### src/rtl/pipe_ctrl_if.sv
// Handshake bundle between the RV32I datapath and pipe_ctrl: stall requests and redirect events in,
// stall vector, flush and redirect controls out.
interface pipe_ctrl_if;
  logic        stallreq_if_i;
  logic        stallreq_id_i;
  logic        stallreq_ex_i;
  logic        stallreq_mem_i;
  logic        ex_mispredict_i;
  logic [31:0] ex_target_i;
  logic        mem_trap_i;
  logic [31:0] mem_trap_vec_i;
  logic [5:0]  stall_o;
  logic        flush_o;
  logic        redirect_valid_o;
  logic [31:0] redirect_pc_o;
  logic        stall_timeout_o;

  // Datapath side: raises requests/events, consumes the controls.
  modport master (
    output stallreq_if_i, stallreq_id_i, stallreq_ex_i, stallreq_mem_i,
    output ex_mispredict_i, ex_target_i, mem_trap_i, mem_trap_vec_i,
    input  stall_o, flush_o, redirect_valid_o, redirect_pc_o, stall_timeout_o
  );

  // Controller side.
  modport slave (
    input  stallreq_if_i, stallreq_id_i, stallreq_ex_i, stallreq_mem_i,
    input  ex_mispredict_i, ex_target_i, mem_trap_i, mem_trap_vec_i,
    output stall_o, flush_o, redirect_valid_o, redirect_pc_o, stall_timeout_o
  );
endinterface

### src/rtl/pipe_ctrl.sv
// Pipeline controller for the 5-stage RV32I core: stall arbitration, flush+redirect sequencing, hang watchdog.
// Optional PIPE_CTRL_PERF_EN adds stall-cycle and flush-entry performance counters.
module pipe_ctrl #(
  parameter int WDT_LIMIT = 1024,
  parameter int WDT_W     = 11
) (
  input  logic        clk,
  input  logic        rst_n,
  pipe_ctrl_if.slave  bus
`ifdef PIPE_CTRL_PERF_EN
  ,
  output logic [31:0] perf_stall_cyc_o,
  output logic [31:0] perf_flush_cnt_o
`endif
);

  localparam logic [0:0] ST_RUN   = 1'b0;
  localparam logic [0:0] ST_FLUSH = 1'b1;

  localparam logic [WDT_W-1:0] WDT_MAX = WDT_W'(WDT_LIMIT);

  logic [0:0]       state_q, state_d;
  logic [31:0]      redirect_pc_q;
  logic [WDT_W-1:0] wdt_cnt_q, wdt_cnt_d;
  logic             timeout_q;
  logic [5:0]       stall_run;
  logic [5:0]       stall_vec;
  logic             stalling;
  logic             event_take;
  logic [31:0]      event_target;

  // Highest stalled stage freezes itself and every stage upstream of it.
  // NOTE: every always_comb output gets a default first so no path leaves it unassigned (no latch).
  always_comb begin
    stall_run = 6'b000000;
    if (bus.stallreq_mem_i)     stall_run = 6'b011111;
    else if (bus.stallreq_ex_i) stall_run = 6'b001111;
    else if (bus.stallreq_id_i) stall_run = 6'b000111;
    else if (bus.stallreq_if_i) stall_run = 6'b000011;
  end

  // During FLUSH the stalled work is being discarded, so nothing is held.
  assign stall_vec = (state_q == ST_FLUSH) ? 6'b000000 : stall_run;
  assign stalling  = (stall_vec != 6'b000000);

  // A busy MEM stage keeps the event source holding its request; take it once MEM moves.
  assign event_take   = (state_q == ST_RUN) && !bus.stallreq_mem_i &&
                        (bus.mem_trap_i || bus.ex_mispredict_i);
  assign event_target = bus.mem_trap_i ? bus.mem_trap_vec_i : bus.ex_target_i;

  always_comb begin
    state_d = state_q;
    case (state_q)
      ST_RUN:   if (event_take) state_d = ST_FLUSH;
      ST_FLUSH: state_d = ST_RUN;
      default:  state_d = ST_RUN;
    endcase
  end

  // Watchdog counts consecutive stalled cycles and saturates at the limit.
  always_comb begin
    wdt_cnt_d = wdt_cnt_q;
    if (state_q == ST_FLUSH || !stalling) wdt_cnt_d = '0;
    else if (wdt_cnt_q != WDT_MAX)        wdt_cnt_d = wdt_cnt_q + 1'b1;
  end

  // NOTE: control state uses a synchronous active-low reset to match the rest of the core; every
  // register here is reset because a stale redirect after reset would steer fetch to garbage.
  // NOTE: sequential state is updated with non-blocking assignments only, so registers read
  // within the same edge see pre-edge values regardless of statement order.
  always_ff @(posedge clk) begin
    if (!rst_n) begin
      state_q       <= ST_RUN;
      redirect_pc_q <= 32'h0;
      wdt_cnt_q     <= '0;
      timeout_q     <= 1'b0;
    end else begin
      state_q   <= state_d;
      wdt_cnt_q <= wdt_cnt_d;
      if (event_take) redirect_pc_q <= event_target;
      if (wdt_cnt_d == WDT_MAX) timeout_q <= 1'b1;
    end
  end

  assign bus.stall_o          = stall_vec;
  assign bus.flush_o          = (state_q == ST_FLUSH);
  assign bus.redirect_valid_o = (state_q == ST_FLUSH);
  assign bus.redirect_pc_o    = redirect_pc_q;
  assign bus.stall_timeout_o  = timeout_q;

`ifdef PIPE_CTRL_PERF_EN
  logic [31:0] perf_stall_cyc_q;
  logic [31:0] perf_flush_cnt_q;

  // Both counters wrap naturally at 32 bits.
  always_ff @(posedge clk) begin
    if (!rst_n) begin
      perf_stall_cyc_q <= 32'h0;
      perf_flush_cnt_q <= 32'h0;
    end else begin
      if (stalling)   perf_stall_cyc_q <= perf_stall_cyc_q + 32'd1;
      if (event_take) perf_flush_cnt_q <= perf_flush_cnt_q + 32'd1;
    end
  end

  assign perf_stall_cyc_o = perf_stall_cyc_q;
  assign perf_flush_cnt_o = perf_flush_cnt_q;
`endif

  // FLUSH is a single-cycle state.
  a_flush_one_cycle: assert property (@(posedge clk) disable iff (!rst_n)
    (state_q == ST_FLUSH) |=> (state_q == ST_RUN));

endmodule

### src/flat_wrapper.sv
// flat-port wrapper written by rule: the top's interface ports become plain ports
module pipe_ctrl_flat 
#(
  parameter int WDT_LIMIT = 1024,
  parameter int WDT_W     = 11
)
  (clk, rst_n, bus_stallreq_if_i, bus_stallreq_id_i, bus_stallreq_ex_i, bus_stallreq_mem_i, bus_ex_mispredict_i, bus_ex_target_i, bus_mem_trap_i, bus_mem_trap_vec_i, bus_stall_o, bus_flush_o, bus_redirect_valid_o, bus_redirect_pc_o, bus_stall_timeout_o);
  pipe_ctrl_if bus_i ();
  input  logic clk;
  input  logic rst_n;
  input wire logic [$bits(bus_i.stallreq_if_i)-1:0] bus_stallreq_if_i;
  input wire logic [$bits(bus_i.stallreq_id_i)-1:0] bus_stallreq_id_i;
  input wire logic [$bits(bus_i.stallreq_ex_i)-1:0] bus_stallreq_ex_i;
  input wire logic [$bits(bus_i.stallreq_mem_i)-1:0] bus_stallreq_mem_i;
  input wire logic [$bits(bus_i.ex_mispredict_i)-1:0] bus_ex_mispredict_i;
  input wire logic [$bits(bus_i.ex_target_i)-1:0] bus_ex_target_i;
  input wire logic [$bits(bus_i.mem_trap_i)-1:0] bus_mem_trap_i;
  input wire logic [$bits(bus_i.mem_trap_vec_i)-1:0] bus_mem_trap_vec_i;
  output wire logic [$bits(bus_i.stall_o)-1:0] bus_stall_o;
  output wire logic [$bits(bus_i.flush_o)-1:0] bus_flush_o;
  output wire logic [$bits(bus_i.redirect_valid_o)-1:0] bus_redirect_valid_o;
  output wire logic [$bits(bus_i.redirect_pc_o)-1:0] bus_redirect_pc_o;
  output wire logic [$bits(bus_i.stall_timeout_o)-1:0] bus_stall_timeout_o;
  assign bus_i.stallreq_if_i = bus_stallreq_if_i;
  assign bus_i.stallreq_id_i = bus_stallreq_id_i;
  assign bus_i.stallreq_ex_i = bus_stallreq_ex_i;
  assign bus_i.stallreq_mem_i = bus_stallreq_mem_i;
  assign bus_i.ex_mispredict_i = bus_ex_mispredict_i;
  assign bus_i.ex_target_i = bus_ex_target_i;
  assign bus_i.mem_trap_i = bus_mem_trap_i;
  assign bus_i.mem_trap_vec_i = bus_mem_trap_vec_i;
  assign bus_stall_o = bus_i.stall_o;
  assign bus_flush_o = bus_i.flush_o;
  assign bus_redirect_valid_o = bus_i.redirect_valid_o;
  assign bus_redirect_pc_o = bus_i.redirect_pc_o;
  assign bus_stall_timeout_o = bus_i.stall_timeout_o;
  pipe_ctrl #(.WDT_LIMIT(WDT_LIMIT), .WDT_W(WDT_W)) u_core (.clk(clk), .rst_n(rst_n), .bus(bus_i));
endmodule
### config.mk
export PLATFORM = sky130hd
export DESIGN_NAME = pipe_ctrl_flat
export DESIGN_NICKNAME = d
export VERILOG_FILES = /design/src/rtl/pipe_ctrl_if.sv /design/src/rtl/pipe_ctrl.sv /design/src/flat_wrapper.sv
export SDC_FILE = /design/constraint.sdc
export NUM_CORES = 1
export LEC_CHECK = 0
export ABC_AREA = 1
export CAP_MARGIN = 20
export CORE_AREA = 2 2 76 78
export DETAILED_ROUTE_END_ITERATION = 8
export DIE_AREA = 0 0 78 80
export PLACE_DENSITY = 0.87
export SYNTH_ARGS = -nofsm -noshare
export SYNTH_HDL_FRONTEND = slang
export SYNTH_SLANG_ARGS = --single-unit
### constraint.sdc
create_clock -name clk -period 2.2 [get_ports clk]
set_input_delay 0.22 -clock clk [delete_from_list [all_inputs] [get_ports clk]]
set_output_delay 0.22 -clock clk [all_outputs]
set_load 0.01 [all_outputs]
## Yosys cells after proc, flatten, opt, wreduce, memory -nomap -nowiden

Cells that the tools add are included.

| storage, ports and cells | value |
|---|---|
| register bits after elaboration | 45 |
| input bits | 72 |
| logic and storage cells | 25 |
| output and inout bits | 41 |

| cells by class | value |
|---|---|
| add/subtract/negate cells | 1 |
| multiplexer cells | 10 |
| equality and inequality tests | 2 |
| bitwise gates (word level) | 1 |
| reductions and logical operators | 7 |

Operators with widths:

| operator | number |
|---|---|
| two-way mux 32 bit | 1 |
| two-way mux 6 bit | 4 |
| two-way mux 11 bit | 2 |
| adder 11 x 1 -> 11 bit (second input constant) | 1 |
| == test 11 bit (second input constant) | 1 |
| != test 11 bit (second input constant) | 1 |
| nonzero test 6 bit | 1 |
| logical AND 1 bit | 2 |
| logical NOT 1 bit | 2 |
| logical OR 1 bit | 2 |
| two-way mux 2 bit | 1 |
| case mux 1 bit (2 select lines) | 1 |
| two-way mux 1 bit | 1 |
| NOT 1 bit | 1 |

## Longest topological paths before layout

| logic depth | value |
|---|---|
| word-level depth | 10 |
| mapped depth | 12 |
| mapped depth without buffers | 12 |

## Least setup slack after synthesis

OpenSTA, ideal clock, no wires.

| path | value |
|---|---|
| path type | register to register |
| start | register u_core.wdt_cnt_q[0] |
| end | register u_core.timeout_q, in the netlist u_core.bus.stall_timeout_o |
| library setup time | 0.058 ns |
| path slack | 0.936 ns |
| path buffers | 0 |
| arrival | 1.206 ns |
| required time | 2.142 ns |
| period minus slack after synthesis | 1.264 ns |
| cell stages (with the launch flop) | 13 |
| path through | dfxtp_1 -> inv_1 -> ha_1 -> inv_1 -> nor2_1 -> nand3_1 -> nor2_1 -> nand2_1 -> nand3_1 -> nand3_1 -> nor2_1 -> nand3_1 -> nand2_1 |

| between the ends | value |
|---|---|
| word-level cells in the longest chain between the ends | 4 |
| elaborated cells between the ends (all ways) | 5 |
| classes of those cells | add/sub (1); eq/ne (2); mux (2) |

Ends and longest elaborated chain:

| what | line | RTL |
|---|---|---|
| from (decl) | pipe_ctrl.sv:24 | `logic [WDT_W-1:0] wdt_cnt_q, wdt_cnt_d;` |
| from (signal assigned) | pipe_ctrl.sv:79 | `wdt_cnt_q <= wdt_cnt_d;` |
| adder 11 x 1 -> 11 bit or != test 11 bit (tied branches) | pipe_ctrl.sv:64 | `else if (wdt_cnt_q != WDT_MAX) wdt_cnt_d = wdt_cnt_q + 1'b1;` |
| two-way mux 11 bit * | pipe_ctrl.sv:64 |  |
| two-way mux 11 bit * | pipe_ctrl.sv:63 | `if (state_q == ST_FLUSH \|\| !stalling) wdt_cnt_d = '0;` |
| == test 11 bit * | pipe_ctrl.sv:81 | `if (wdt_cnt_d == WDT_MAX) timeout_q <= 1'b1;` |
| to (signal assigned) | pipe_ctrl.sv:76 | `timeout_q <= 1'b0;` |
| to (signal assigned) | pipe_ctrl.sv:81 |  |
| to (decl) | pipe_ctrl.sv:25 | `logic timeout_q;` |

Every way passes the cells marked *; elsewhere a longest branch is shown, timed or not.
A chain may end at the register's enable or synchronous reset.

## Final worst setup path

| path | value |
|---|---|
| start | input port bus_stallreq_mem_i |
| end | output port bus_stall_o[0] |

| between the ends | value |
|---|---|
| word-level cells in the longest chain between the ends | 2 |

Ends and longest elaborated chain:

| what | line | RTL |
|---|---|---|
| from (decl) | flat_wrapper.sv:14 | `input wire logic [$bits(bus_i.stallreq_mem_i)-1:0] bus_stallreq_mem_i;` |
| two-way mux 6 bit | pipe_ctrl.sv:36 | `if (bus.stallreq_mem_i) stall_run = 6'b011111;` |
| two-way mux 6 bit | pipe_ctrl.sv:43 | `assign stall_vec = (state_q == ST_FLUSH) ? 6'b000000 : stall_run;` |
| to (decl) | flat_wrapper.sv:19 | `output wire logic [$bits(bus_i.stall_o)-1:0] bus_stall_o;` |

No other way between the ends.

==> flow_summary_export.csv <==
group,metric,value,unit
place,io_buffers,111,
cells_and_area,diodes,0,
timing,worst_slew_pin_slew,0.575,ns
worst_hold_path,hp-class,"register to register",
timing,clock_skew,0.00702,ns
synthesis,synthCells,336,
synthesis,yosysWarnings,0,
power_and_ir_drop,power_density,578,nW/um^2
timing,drv_slew,0,
place,hpwlAfterDp,4.64,mm
clocking,clock_latency,0.30,ns
cells_and_area,mostFrequentLayoutCell,"clkdlybuf4s50_1",
synthesis,ys_seq_elements,45,
routing,ant_nets,0,
floorplanning,rows,27,
floorplanning,initial_utilization,0.417,
routing,routed_via_density,4.83,
timing,setup_tns,0,ns
clocking,cts_htree_levels,2,
routing,routedWlPerCell,12.3,microns
place,gp_congestion,0.842,
timing,period_share,0.846,
cells_and_area,final_cell_mix,"clkdlybuf4s50_1 (110), a21oi_1 (65), nor2_1 (60)",
routing,drc,0,
global_route,overflow,0,
clocking,cts-root-buf,"clkbuf_8",
global_route,grt_pass1_vias,2410,
synthesis,synth_nets,410,
timing,maxSlewHeadroom,0.617,
synthesis,ys_seq_area_frac,0.400,
timing,hold_viol_final,0,
floorplanning,io_pins,113,
clocking,cts_tree,"built",
critical_path,crit_chain,"clkdlybuf4s50_1, nor2_2, a31oi_2, clkdlybuf4s50_1",
cells_and_area,fin_util,0.649,
global_route,grt_max_degree,66,
power_and_ir_drop,p_total,2.03,mW
synthesis,syn_area_per_cell,6.70,sq um
synthesis,syn-cell-area,2250,sq um
routing,drtPass1Iterations,4,
critical_path,start_kind,"input pin",
run,cap_violations,0,
floorplanning,die_area,6240,sq um
critical_path,max_stage_delay,0.59,ns
critical_path,crit_top_cell,"clkdlybuf4s50_1",
timing,rsz0062_at_grt,"no",
critical_path,crit_path_end_kind,"output pin",
clocking,ctsHoldBuffers,0,
timing,period_minus_slack,1.86,ns
global_route,grt_pass1_wl,10.4,mm
routing,num_vias,2460,
floorplanning,core-area,5410,sq um
clocking,post-cts-setup-buffers,0,
routing,routed_wirelength,6.27,mm
clocking,path_clk_slew,0.08,ns
floorplanning,die_y,80,microns
cells_and_area,fillers,469,
routing,drtIter0Drc,105,
synthesis,synth_cell_types,25,
critical_path,path_max_fanout,3,
cells_and_area,drive_gt1_frac,0.0503,
critical_path,crit_type,"input pin to output pin",
timing,setup_viol,0,
power_and_ir_drop,leakage,1.51,nW
clocking,clockBufferDepth,2,
floorplanning,fp.dieW,78,microns
global_route,antenna_found_initial,0,
clocking,cts_resized,0,
cells_and_area,nNetsFinal,510,
critical_path,worst_path_max_delay_cell,"clkdlybuf4s50_1",
run_status,status,"completed",
timing,fmax,0.537,GHz
cells_and_area,synthToLayoutAreaGrowth,55.8,%
critical_path,crit_family,"buffers and inverters",
global_route,track_usage,0.207,
clocking,cts_buffers,5,
critical_path,cp_num_buf_inv,2,
power_and_ir_drop,peakVddDrop,438,uV
critical_path,critical_path_arrival,1.64,ns
clocking,cts.sinks,45,
critical_path,cp_data_required_time,1.98,ns
registers in the layout, indices dropped and copies added (netlist names):
name / cells
u_core.wdt_cnt_q: 11
u_core.bus.flush_o: 1
u_core.bus.stall_timeout_o: 1
u_core.bus.redirect_pc_o: 32
path summary, 6_finish.rpt:
| path | startpoint | end | cells past startpoint | slack [ns] |
|---|---|---|---|---|
| hold reg to reg | u_core.bus.stall_timeout_o$_SDFFE_PN0N_ | u_core.bus.stall_timeout_o$_SDFFE_PN0N_ | 2 | 0.45 |
| setup reg to reg | u_core.wdt_cnt_q[0]$_SDFF_PN0_ | u_core.bus.stall_timeout_o$_SDFFE_PN0N_ | 12 | 0.69 |
| hold / removal | u_core.bus.stall_timeout_o$_SDFFE_PN0N_ | u_core.bus.stall_timeout_o$_SDFFE_PN0N_ | 2 | 0.45 |
| setup / recovery | bus_stallreq_mem_i | bus_stall_o[0] | 4 | 0.34 |
cells by family after synthesis:
logic type               Yosys count  synth area share
buffers and inverters             73             0.131
flip-flops                        45             0.400
AO/OA/AOI/OAI                    102             0.234
AND/OR/NAND/NOR                  110             0.211
XOR/XNOR                           3            0.0117
adder cells (fa/ha/maj)            2            0.0111
other                              1           0.00167
area by class of cell:
class | count | area (sq um) | share of cell area
clock inverter | 1 | 30.0 | 0.00856
multi-input combinational | 218 | 1060 | 0.302
inverter | 51 | 191 | 0.0546
sequential | 45 | 901 | 0.257
clock buffer | 7 | 86.3 | 0.0246
timing repair buffer | 115 | 1150 | 0.327
tap | 72 | 90.1 | 0.0257
cells in the mapped netlist:
cell	number	area, sq um
a21oi_1	65	325
a21oi_2	1	8.76
a31oi_2	1	12.5
buf_1	4	15.0
buf_2	8	40.0
buf_4	3	22.5
clkbuf_1	7	26.3
conb_1	1	3.75
dfxtp_1	45	901
ha_1	2	25.0
inv_1	50	188
inv_2	1	3.75
nand2_1	23	86.3
nand2_2	1	6.26
nand3_1	16	80.1
nand3_2	2	20.0
nand4_1	2	12.5
nor2_1	60	225
nor2_2	1	6.26
nor2_4	2	22.5
nor3_1	3	15.0
o21ai_0	32	160
o21ai_1	1	5.00
o21bai_1	2	15.0
xor2_1	3	26.3
where the power goes:
group	internal, mW	total (mW)	switching (mW)
logic	0.274	0.480	0.206
registers	0.868	0.900	0.0314
clock network	0.370	0.649	0.278
stage by stage:
| stage | worst slack (ns) | area, sq um | std cells | hold slack, ns |
|---|---|---|---|---|
| floorplan | 0.936 | 2250 | 336 | 0.352 |
| global placement | 0.366 | 3390 | 501 | 0.435 |
| detailed placement | 0.330 | 3390 | 501 | 0.441 |
| CTS | 0.328 | 3510 | 509 | 0.454 |
| global route | 0.266 | 3510 | 509 | 0.477 |
| finish | 0.338 | 3510 | 509 | 0.447 |
tightest hold or removal path, delay by kind of cell, from the launching register on:
| family | cells | cell delay, ns |
|---|---|---|
| flops | 1 | 0.32 |
| simple gates | 2 | 0.09 |
per-layer routing:
layer | part of all wire | up-vias | GRT usage
met4 | 0.020 | 0 | 0.0895
met1 | 0.40 | 1076 | 0.227
met2 | 0.48 | 93 | 0.351
met3 | 0.10 | 13 | 0.0871
li1 | - | 1278 | -
met5 | 0 | - | 0
(Power assumes the default switching activity.)
